[config.mk]
export PLATFORM = sky130hd
export DESIGN_NAME = leitor_de_registradores
export DESIGN_NICKNAME = d
export VERILOG_FILES = /design/src/rtl/leitor_de_registradores.sv
export SDC_FILE = /design/constraint.sdc
export NUM_CORES = 1
export LEC_CHECK = 0
export CORE_MARGIN = 2
export CORE_UTILIZATION = 50
export DETAILED_ROUTE_END_ITERATION = 8
export DONT_BUFFER_PORTS = 1
export SLEW_MARGIN = 10
export SYNTH_ARGS = -nofsm -noshare
export SYNTH_HDL_FRONTEND = slang
export SYNTH_SLANG_ARGS = --single-unit
[constraint.sdc]
create_clock -name clk -period 5.15 [get_ports clk]
set_input_delay 1.03 -clock clk [delete_from_list [all_inputs] [get_ports clk]]
set_output_delay 1.03 -clock clk [all_outputs]
set_load 0.02 [all_outputs]
[src/rtl/leitor_de_registradores.sv]
// rtl/leitor_de_registradores.sv - register-file range reader streaming words over valid/ready (optional checksum: LEITOR_CHECKSUM_EN)
module leitor_de_registradores #(
    parameter int DATA_W = 32,
    parameter int ADDR_W = 5
) (
    input  logic              clk,
    input  logic              reset,
    input  logic              start,
    input  logic [ADDR_W-1:0] first_reg,
    input  logic [ADDR_W-1:0] last_reg,
    input  logic [DATA_W-1:0] rd_data,
    output logic [ADDR_W-1:0] rd_addr,
    output logic              out_valid,
    input  logic              out_ready,
    output logic [DATA_W-1:0] out_data,
    output logic [ADDR_W-1:0] out_index,
    output logic              busy,
    output logic              done,
    output logic [DATA_W-1:0] checksum
);

    typedef enum logic [1:0] {
        ST_IDLE,
        ST_READ,
        ST_SEND,
        ST_FINISH
    } state_t;

    state_t            state_q, state_d;
    logic [ADDR_W-1:0] cur_q, cur_d;
    logic [ADDR_W-1:0] last_q, last_d;
    logic [DATA_W-1:0] out_data_q, out_data_d;
    logic [ADDR_W-1:0] out_index_q, out_index_d;
    logic              out_valid_q, out_valid_d;
    logic              busy_q, busy_d;
    logic              done_q, done_d;
    logic              start_acc;
    logic              xfer;

    // Next-state logic: one READ cycle samples the bank, SEND waits for the consumer.
    always_comb begin
        state_d     = state_q;
        cur_d       = cur_q;
        last_d      = last_q;
        out_data_d  = out_data_q;
        out_index_d = out_index_q;
        out_valid_d = out_valid_q;
        done_d      = 1'b0;
        start_acc   = 1'b0;
        xfer        = 1'b0;
        case (state_q)
            ST_IDLE: begin
                if (start) begin
                    cur_d     = first_reg;
                    last_d    = last_reg;
                    start_acc = 1'b1;
                    state_d   = ST_READ;
                end
            end
            ST_READ: begin
                out_data_d  = rd_data;
                out_index_d = cur_q;
                out_valid_d = 1'b1;
                state_d     = ST_SEND;
            end
            ST_SEND: begin
                if (out_valid_q && out_ready) begin
                    xfer        = 1'b1;
                    out_valid_d = 1'b0;
                    if (cur_q == last_q) begin
                        done_d  = 1'b1;
                        state_d = ST_FINISH;
                    end else begin
                        // Natural ADDR_W-bit overflow gives the 31 -> 0 wrap for reversed ranges.
                        cur_d   = cur_q + ADDR_W'(1);
                        state_d = ST_READ;
                    end
                end
            end
            ST_FINISH: begin
                state_d = ST_IDLE;
            end
            default: begin
                state_d = ST_IDLE;
            end
        endcase
        busy_d = (state_d != ST_IDLE);
    end

    // State registers; reset takes priority over any start request.
    always_ff @(posedge clk) begin
        if (reset) begin
            state_q     <= ST_IDLE;
            cur_q       <= '0;
            last_q      <= '0;
            out_data_q  <= '0;
            out_index_q <= '0;
            out_valid_q <= 1'b0;
            busy_q      <= 1'b0;
            done_q      <= 1'b0;
        end else begin
            state_q     <= state_d;
            cur_q       <= cur_d;
            last_q      <= last_d;
            out_data_q  <= out_data_d;
            out_index_q <= out_index_d;
            out_valid_q <= out_valid_d;
            busy_q      <= busy_d;
            done_q      <= done_d;
        end
    end

    assign rd_addr   = cur_q;
    assign out_valid = out_valid_q;
    assign out_data  = out_data_q;
    assign out_index = out_index_q;
    assign busy      = busy_q;
    assign done      = done_q;

`ifdef LEITOR_CHECKSUM_EN
    logic [DATA_W-1:0] checksum_q, checksum_d;

    // Running sum of accepted words, restarted by each accepted start.
    always_comb begin
        checksum_d = checksum_q;
        if (start_acc) begin
            checksum_d = '0;
        end else if (xfer) begin
            checksum_d = checksum_q + out_data_q;
        end
    end

    // Checksum register.
    always_ff @(posedge clk) begin
        if (reset) begin
            checksum_q <= '0;
        end else begin
            checksum_q <= checksum_d;
        end
    end

    assign checksum = checksum_q;
`else
    logic unused_cks;
    assign unused_cks = start_acc | xfer;
    assign checksum   = '0;
`endif

endmodule

==> impl_metrics.env, run 1 <==
export IMPL_status="complete, no violations"
export IMPL_holdPathEnd="last_q[4]$_SDFFE_PP0P_"
export IMPL_io_buffers=0
export IMPL_hold_ws_ps=486.5
export IMPL_antenna_found_initial=0
export IMPL_cts_tree="done"
export IMPL_coreArea_um2=4324
export IMPL_drc=0
export IMPL_drv_cap=0
export IMPL_ys_ff_latch=52
export IMPL_wl_per_cell_um=13.11
export IMPL_yosysUniqueCellTypes=26
export IMPL_hold_viol_final=0
export IMPL_die_area_um2=5009
export IMPL_worstReg2RegStart="state_q[1]$_SDFF_PP0_"
export IMPL_grtUsageTotal_pct=16.84
export IMPL_syn_avg_cell_area_um2=7.851
export IMPL_seq_area_frac_synth_pct=46.69
export IMPL_cts_root_buf="clkbuf_8"
export IMPL_vias=1640
export IMPL_grt_max_degree=55
export IMPL_min_delay_start="last_q[4]$_SDFFE_PP0P_"
export IMPL_drv_slew=0
export IMPL_worst_hold_path_num_cells=2
export IMPL_vias_per_cell=5.015
export IMPL_ys_warn_count=0
export IMPL_cp_data_required_time_ps=5390
export IMPL_grt_pass1_wl_mm=6.727
export IMPL_setup_viol_count_final=0
export IMPL_layout_commonest_cell="nand2_1"
export IMPL_ff2ff_path_depth=5
export IMPL_rows=24
export IMPL_period_share_pct=40.46
export IMPL_initial_utilization_pct=51.56
export IMPL_mostFrequentLayoutCells="83 x nand2_1, 52 x dfxtp_1, 50 x a21oi_1"
export IMPL_nets=321
export IMPL_numClockSinks=52
export IMPL_vdd_ir_drop_max_mv=0.1453
export IMPL_cts_buffers_inserted=5
export IMPL_timing_rr_end="rd_addr[0]$_SDFFE_PP0P_"
export IMPL_routabilityCongestion=0.7732
export IMPL_cts_buffer_depth=2
export IMPL_cts_resized=0
export IMPL_post_route_min_period_ps=2084
export IMPL_clk_latency_ps=300
export IMPL_fmax_mhz=479.9
export IMPL_post_cts_setup_buffer_count=0
export IMPL_drtPass1Iterations=4
export IMPL_syn_area_um2=2230
export IMPL_hold_buffers=0
export IMPL_die_w_um=70.78
export IMPL_area_delta_synth_final_pct=-1.179
export IMPL_power_density_nw_per_um2=362.5
export IMPL_register_area_um2=1041
export IMPL_routed_wl_mm=4.288
export IMPL_drive_above_1_share_pct=4.364
export IMPL_rsz0062_at_grt="false"
export IMPL_hold_class="reg2reg"
export IMPL_tns_ps=0
export IMPL_cts_max_level=2
export IMPL_p_leak_uw=0.0008379
export IMPL_diodes=0
export IMPL_overflow=0
export IMPL_path_class="in2reg"
export IMPL_critPathArrivalTime_ps=2320
export IMPL_fin_skew_ps=8.541
export IMPL_drtIter0Drc=67
export IMPL_r2r_slack_ps=3200
export IMPL_clkTransAtPathRegs_ps=80
export IMPL_hpwl_mm=2.942
export IMPL_grt_pass1_vias=1499
export IMPL_crit_path_start_kind="input port"
export IMPL_multi_input_comb_area_um2=988.4
export IMPL_syn_instance_count=284
export IMPL_io_pins=123
export IMPL_path_max_fanout=9
export IMPL_cp_end_kind="register"
export IMPL_dieHeight_um=70.78
export IMPL_ant_nets=0
export IMPL_fillers=467
-- registers in the layout, summed over array words and instances (netlist names) --
| name | flops |
|---|---|
| rd_addr | 5 |
| out_valid | 1 |
| state_q | 2 |
| done | 1 |
| busy | 1 |
| out_index | 5 |
| out_data | 32 |
| last_q | 5 |
-- worst max path at each step --
stage                     start                 endpoint  slack (ps)  cells after the start
after floorplan           start  rd_addr[0]$_SDFFE_PP0P_        2880                      6
after global placement    start  rd_addr[0]$_SDFFE_PP0P_        2780                      5
after detailed placement  start  rd_addr[0]$_SDFFE_PP0P_        2760                      5
after CTS                 start  rd_addr[0]$_SDFFE_PP0P_        3070                      5
after global routing      start  rd_addr[0]$_SDFFE_PP0P_        2950                      5
final                     start  rd_addr[0]$_SDFFE_PP0P_        3070                      5
-- per-stage QoR --
step / util, % / instance area (µm²) / worst slack, ps / power [µW] / instances
finish: 50.95 / 2203 / 3066 / 798.6 / 327
global route: 50.95 / 2203 / 2952 / 838.3 / 327
CTS: 50.95 / 2203 / 3072 / 813.8 / 327
detailed placement: 48.78 / 2110 / 2756 / 572.7 / 319
global placement: 48.78 / 2110 / 2783 / 571.6 / 319
floorplan: - / 2346 / 2876 / 582.2 / 315
-- final cells by class --
class	count	area share, %
Tap cell	52	2.953
Sequential cell	52	47.25
Clock buffer	7	3.918
Timing Repair Buffer	2	0.6814
Multi-Input combinational cell	213	44.86
Clock inverter	1	0.3407
-- synthesized netlist by cell type, drive strengths merged --
master	n	area share, %
a211oi	2	0.67
a21oi	50	11
a311o	1	0.45
a31o	1	0.39
and2	1	0.28
buf	38	12
clkbuf	12	2.0
conb	1	0.17
dfxtp	52	47
ha	1	0.56
mux2i	1	0.45
nand2	83	14
nand2b	5	1.4
nand3	4	0.90
nor2	5	0.84
nor2b	4	1.1
nor3	6	1.3
nor3b	1	0.34
o21ai	7	1.6
o32ai	2	0.79
or2	1	0.28
or3	1	0.28
xor2	5	2.0
-- cell families after synthesis --
| logic type | count (synthesis) | synth area share (%) |
|---|---|---|
| buffers and inverters | 50 | 14.31 |
| and+or+nand+nor | 111 | 20.76 |
| other | 1 | 0.1682 |
| DFF | 52 | 46.69 |
| muxes | 1 | 0.4490 |
| xor gates and xnor gates | 5 | 1.964 |
| adders and majority gates | 1 | 0.5611 |
| AOI/OAI and AO/OA | 63 | 15.10 |
-- power by group --
| group | total [µW] | switching, µW | internal [µW] |
|---|---|---|---|
| combinational | 89.9 | 61.5 | 28.4 |
| clock | 237 | 128 | 109 |
| sequential | 472 | 46.5 | 425 |
| total | 799 | 236 | 563 |
-- worst max-delay path, cell delays in order --
cell,delay [ps]
nand2b_1,130
and2_1,200
a311o_1,440
or3_1,390
a21oi_1,140
-- metal layers --
layer	up-vias	part of all wire, %	GRT usage, %
met2	72	47	27.93
met4	0	1.4	6.918
met5	-	0	0
li1	840	-	-
met3	6	11	7.835
met1	722	40	18.67
No activity file was read; power rests on OpenSTA's default activity.
==> run 2: changes to the inputs <==
PLACE_DENSITY = 0.68   (was unset)
clock period = 1.9 ns   (was 5.15 ns; I/O delays follow)
==> run 2 against run 1 <==
Clock power increased to 3.1 times the previous value. Critical path depth unchanged. Combinational power increased to 3.4 times the previous value. Sequential share of layout area decreased by 2.1 points. Critical path type is now reg2reg. Highest routed layer unchanged.
==> impl_metrics.env, run 2 (synthesized netlist as in run 1, its figures left out) <==
export IMPL_routed_wl_mm=4.328
export IMPL_die_w_um=70.78
export IMPL_hold_class="in2reg"
export IMPL_crit_buf_inv=0
export IMPL_path_max_fanout=9
export IMPL_drv_slew=0
export IMPL_cts_resized=0
export IMPL_post_cts_setup_buffer_count=0
export IMPL_critPathArrivalTime_ps=1910
export IMPL_post_route_min_period_ps=1678
export IMPL_ff2ff_path_depth=5
export IMPL_worst_hold_path_num_cells=1
export IMPL_nets=332
export IMPL_cp_end_kind="register"
export IMPL_slowest_stage="a311o_1"
export IMPL_final_util_pct=53.27
export IMPL_cts_max_level=2
export IMPL_area_delta_synth_final_pct=3.311
export IMPL_tns_ps=0
export IMPL_wl_per_cell_um=12.80
export IMPL_path_delay_family="simple AND/OR/NAND/NOR gates"
export IMPL_io_buffers=0
export IMPL_grtUsageTotal_pct=17.11
export IMPL_rows=24
export IMPL_io_pins=123
export IMPL_overflow=0
export IMPL_coreArea_um2=4324
export IMPL_initial_utilization_pct=51.56
export IMPL_vias=1699
export IMPL_path_class="reg2reg"
export IMPL_timing_rr_end="rd_addr[0]$_SDFFE_PP0P_"
export IMPL_cts_root_buf="clkbuf_8"
export IMPL_grt_pass1_vias=1509
export IMPL_mostFrequentLayoutCells="83 x nand2_1, 52 x dfxtp_1, 50 x a21oi_1"
export IMPL_hold_buffers=0
export IMPL_layout_commonest_cell="nand2_1"
export IMPL_fillers=425
export IMPL_period_share_pct=88.31
export IMPL_hold_viol_final=0
export IMPL_p_leak_uw=0.0009044
export IMPL_cts_tree="done"
export IMPL_fin_skew_ps=6.164
export IMPL_drv_cap=0
export IMPL_vdd_ir_drop_max_mv=0.3967
export IMPL_fmax_mhz=596.0
export IMPL_routabilityCongestion=0.7984
export IMPL_register_area_um2=1041
export IMPL_die_area_um2=5009
export IMPL_r2r_slack_ps=220
export IMPL_max_stage_delay_ps=440
export IMPL_rsz0062_at_grt="false"
export IMPL_cts_buffers_inserted=5
export IMPL_diodes=0
export IMPL_drtPass1Iterations=4
export IMPL_drc=0
export IMPL_holdPathEnd="out_data[7]$_SDFFE_PP0P_"
export IMPL_clk_latency_ps=300
export IMPL_cp_data_required_time_ps=2140
export IMPL_clkTransAtPathRegs_ps=90
export IMPL_vias_per_cell=5.027
export IMPL_path_cells="nand2b_1 > and2_1 > a311o_1 > or3_1 > a21oi_1"
export IMPL_status="complete, no violations"
export IMPL_hpwl_mm=3.045
export IMPL_min_delay_start="reset"
export IMPL_crit_path_start_kind="register"
export IMPL_worstReg2RegStart="state_q[1]$_SDFF_PP0_"
export IMPL_ant_nets=0
export IMPL_drtIter0Drc=52
export IMPL_grt_pass1_wl_mm=7.010
export IMPL_power_density_nw_per_um2=995.4
export IMPL_dieHeight_um=70.78
export IMPL_antenna_found_initial=0
export IMPL_setup_viol_count_final=0
export IMPL_largest_register_ffs=32
export IMPL_drive_above_1_share_pct=8.392
export IMPL_numClockSinks=52
export IMPL_grt_max_degree=55
export IMPL_multi_input_comb_area_um2=988.4
export IMPL_cts_buffer_depth=2
==> run 2: changes by cell type in the layout (fill, tap and decap cells not counted) <==
cell	before	now
buf_4	2	13
bufinv_16	0	1
clkbuf_1	1	0
clkbuf_8	6	5
clkinv_2	0	1
==> run 2: metrics by stage <==
stage | std cells | cell area, µm² | hold slack [ps] | total power, µW | setup WS, ps
2_1_floorplan | 315 | 2346 | 465.1 | 1578 | 157.5
3_3_place_gp | 330 | 2192 | 452.9 | 1577 | 267.9
3_5_place_dp | 330 | 2192 | 455.2 | 1583 | 234.8
4_1_cts | 338 | 2303 | 122.1 | 2329 | 221.4
5_1_grt | 338 | 2303 | 111.9 | 2413 | 96.86
6_report | 338 | 2303 | 136.6 | 2293 | 222.2
==> run 2: final cells by class <==
| class | count | area share, % |
|---|---|---|
| clock buffer | 5 | 2.988 |
| clock inverter | 3 | 1.847 |
| multi-input combinational | 213 | 42.91 |
| sequential | 52 | 45.19 |
| tap | 52 | 2.825 |
| timing repair buffer | 13 | 4.237 |
==> run 2: per-layer routing <==
layer	vias to the layer above	routed length [µm]	global-route usage (%)
met3	5	457	7.550
met5	-	0	0
met2	73	2019	28.25
met4	0	49	5.031
li1	860	-	-
met1	761	1801	20.18
==> run 2: report_power, final <==
group          total [µW]  switching [µW]  internal [µW]  leakage (µW)
Combinational         309             206            103      0.000426
Clock                 739             349            390     0.0000541
Sequential           1250            92.5           1150      0.000424
==> run 2: how the worst max path moves through the flow <==
stage / startpoint / to / depth (start not counted)
global route: state_q[1]$_SDFF_PP0_ / rd_addr[0]$_SDFFE_PP0P_ / 5
detailed placement: state_q[1]$_SDFF_PP0_ / rd_addr[0]$_SDFFE_PP0P_ / 5
CTS: state_q[1]$_SDFF_PP0_ / rd_addr[0]$_SDFFE_PP0P_ / 5
floorplan: rd_addr[2]$_SDFFE_PP0P_ / rd_addr[0]$_SDFFE_PP0P_ / 6
global placement: state_q[1]$_SDFF_PP0_ / rd_addr[0]$_SDFFE_PP0P_ / 5
finish: state_q[1]$_SDFF_PP0_ / rd_addr[0]$_SDFFE_PP0P_ / 5
==> run 3: changes to the inputs <==
HOLD_SLACK_MARGIN = 0.08   (was unset)
PLACE_DENSITY = unset   (was 0.68)
PLACE_DENSITY_LB_ADDON = 0.3   (was unset)
clock period = 1.3 ns   (was 1.9 ns; I/O delays follow)
==> run 3 against run 2 <==
The run now ends with negative setup slack left. Cell area rose by 12%. Clock power grew 29%. Sequential cell count did not move. Register-to-register slack got worse by 590 ps. Wire length increased by 21%. Maximum frequency is 0.32% higher.
==> impl_metrics.env, run 3 (synthesized netlist as in run 1, its figures left out) <==
export IMPL_dpl_instance_area_um2=2302
export IMPL_r2r_slack_ps=-370
export IMPL_hpwl_mm=3.326
export IMPL_drc=0
export IMPL_power_density_nw_per_um2=1336
export IMPL_mostFrequentLayoutCells="82 x nand2_1, 47 x a21oi_1, 42 x dfxtp_1"
export IMPL_rows=24
export IMPL_fin_area_um2=2581
export IMPL_wl_per_cell_um=15.00
export IMPL_cts_tree="done"
export IMPL_post_route_min_period_ps=1673
export IMPL_cp_data_required_time_ps=1470
export IMPL_holdPathEnd="state_q[1]$_SDFF_PP0_"
export IMPL_drv_cap=0
export IMPL_die_area_um2=5009
export IMPL_period_share_pct=128.7
export IMPL_hold_class="in2reg"
export IMPL_critPathArrivalTime_ps=1840
export IMPL_instances_no_fill=349
export IMPL_largest_register_ffs=32
export IMPL_grt_max_degree=55
export IMPL_drv_slew=0
export IMPL_status="complete, but fails checks"
export IMPL_initial_utilization_pct=51.56
export IMPL_layout_commonest_cell="nand2_1"
export IMPL_diodes=0
export IMPL_routed_wl_mm=5.235
export IMPL_hold_ws_ps=19.17
export IMPL_dp_cells=337
export IMPL_grt_pass1_wl_mm=7.714
export IMPL_worstReg2RegStart="rd_addr[0]$_SDFFE_PP0P_"
export IMPL_cts_max_level=2
export IMPL_clk_latency_ps=300
export IMPL_die_w_um=70.78
export IMPL_dieHeight_um=70.78
export IMPL_drtPass1Iterations=4
export IMPL_grtUsageTotal_pct=18.89
export IMPL_rsz0062_at_grt="true"
export IMPL_crit_path_start_kind="register"
export IMPL_drtIter0Drc=56
export IMPL_ant_nets=0
export IMPL_coreArea_um2=4324
export IMPL_fmax_mhz=597.9
export IMPL_path_max_fanout=8
export IMPL_cts_buffer_depth=2
export IMPL_fin_skew_ps=3.557
export IMPL_failed_checks="negative setup slack"
export IMPL_routabilityCongestion=0.8443
export IMPL_antenna_found_initial=0
export IMPL_cts_root_buf="clkbuf_8"
export IMPL_setup_viol_count_final=7
export IMPL_min_delay_start="reset"
export IMPL_ff2ff_path_depth=5
export IMPL_vias_per_cell=5.209
export IMPL_drive_above_1_share_pct=20.54
export IMPL_cp_end_kind="register"
export IMPL_p_leak_uw=0.001012
export IMPL_hold_viol_final=0
export IMPL_cts_buffers_inserted=5
export IMPL_overflow=0
export IMPL_grt_pass1_vias=1754
export IMPL_timing_rr_end="rd_addr[3]$_SDFFE_PP0P_"
export IMPL_vdd_ir_drop_max_mv=0.6930
export IMPL_area_delta_synth_final_pct=15.77
export IMPL_io_pins=123
export IMPL_vias=1818
export IMPL_path_class="reg2reg"
export IMPL_worst_hold_path_num_cells=1
export IMPL_final_util_pct=59.69
export IMPL_io_buffers=0
export IMPL_nets=343
export IMPL_fillers=404
export IMPL_power_uw=3449
export IMPL_clkTransAtPathRegs_ps=90
export IMPL_setup_ws_ps=-372.5
export IMPL_numClockSinks=52
[run 3: through the flow]
step | worst slack [ps] | setup TNS [ps]
6_report | -372.5 | -1703
5_1_grt | -398.7 | -2058
4_1_cts | -259.0 | -1178
3_5_place_dp | -303.5 | -1382
3_3_place_gp | -243.0 | -1082
2_1_floorplan | -226.9 | -1282
[run 3: worst max-delay path, stage by stage, from the launching register on]
cell and delay [ps]:
dfxtp_4 370, xor2_2 190, nor3_2 90, a311o_2 470, a21oi_1 280, o32ai_4 150
[run 3: how the worst max path moves through the flow]
stage | from | to | cells past startpoint
CTS | rd_addr[0]$_SDFFE_PP0P_ | rd_addr[0]$_SDFFE_PP0P_ | 5
global route | rd_addr[0]$_SDFFE_PP0P_ | rd_addr[3]$_SDFFE_PP0P_ | 5
global placement | state_q[1]$_SDFF_PP0_ | rd_addr[0]$_SDFFE_PP0P_ | 5
detailed placement | state_q[1]$_SDFF_PP0_ | rd_addr[4]$_SDFFE_PP0P_ | 5
floorplan | state_q[1]$_SDFF_PP0_ | rd_addr[0]$_SDFFE_PP0P_ | 6
finish | rd_addr[0]$_SDFFE_PP0P_ | rd_addr[3]$_SDFFE_PP0P_ | 5
[run 3: routing by layer]
| metal | track usage, % | routed length (µm) |
|---|---|---|
| met2 | 32.19 | 2526 |
| met3 | 4.986 | 416 |
| met5 | 0 | 0 |
| met4 | 8.176 | 123 |
| met1 | 22.43 | 2168 |
[run 3: timing repair]
action / in CTS / in global routing
buffers inserted: 1 / 1
pin swaps: 1 / 6
resized for setup: 6 / 20
endpoints found under the hold margin: 52 / 52
cloned: 0 / 2
endpoints found under the setup margin: 11 / 39
[run 3: report_power, final]
group          leakage, µW  switching [µW]  internal, µW  total (µW)
Sequential        0.000430             140          1690        1830
Clock            0.0000488             518           435         954
Combinational     0.000534             389           279         668
[run 3: cell type report]
| type | count | area, µm² | area share (%) |
|---|---|---|---|
| well taps | 52 | 65.06 | 2.521 |
| multi-input cells | 213 | 1107 | 42.90 |
| flip-flops and latches | 52 | 1069 | 41.40 |
| repair buffers | 24 | 247.7 | 9.598 |
| clock buffers | 7 | 86.33 | 3.345 |
| clock inverters | 1 | 6.256 | 0.2424 |
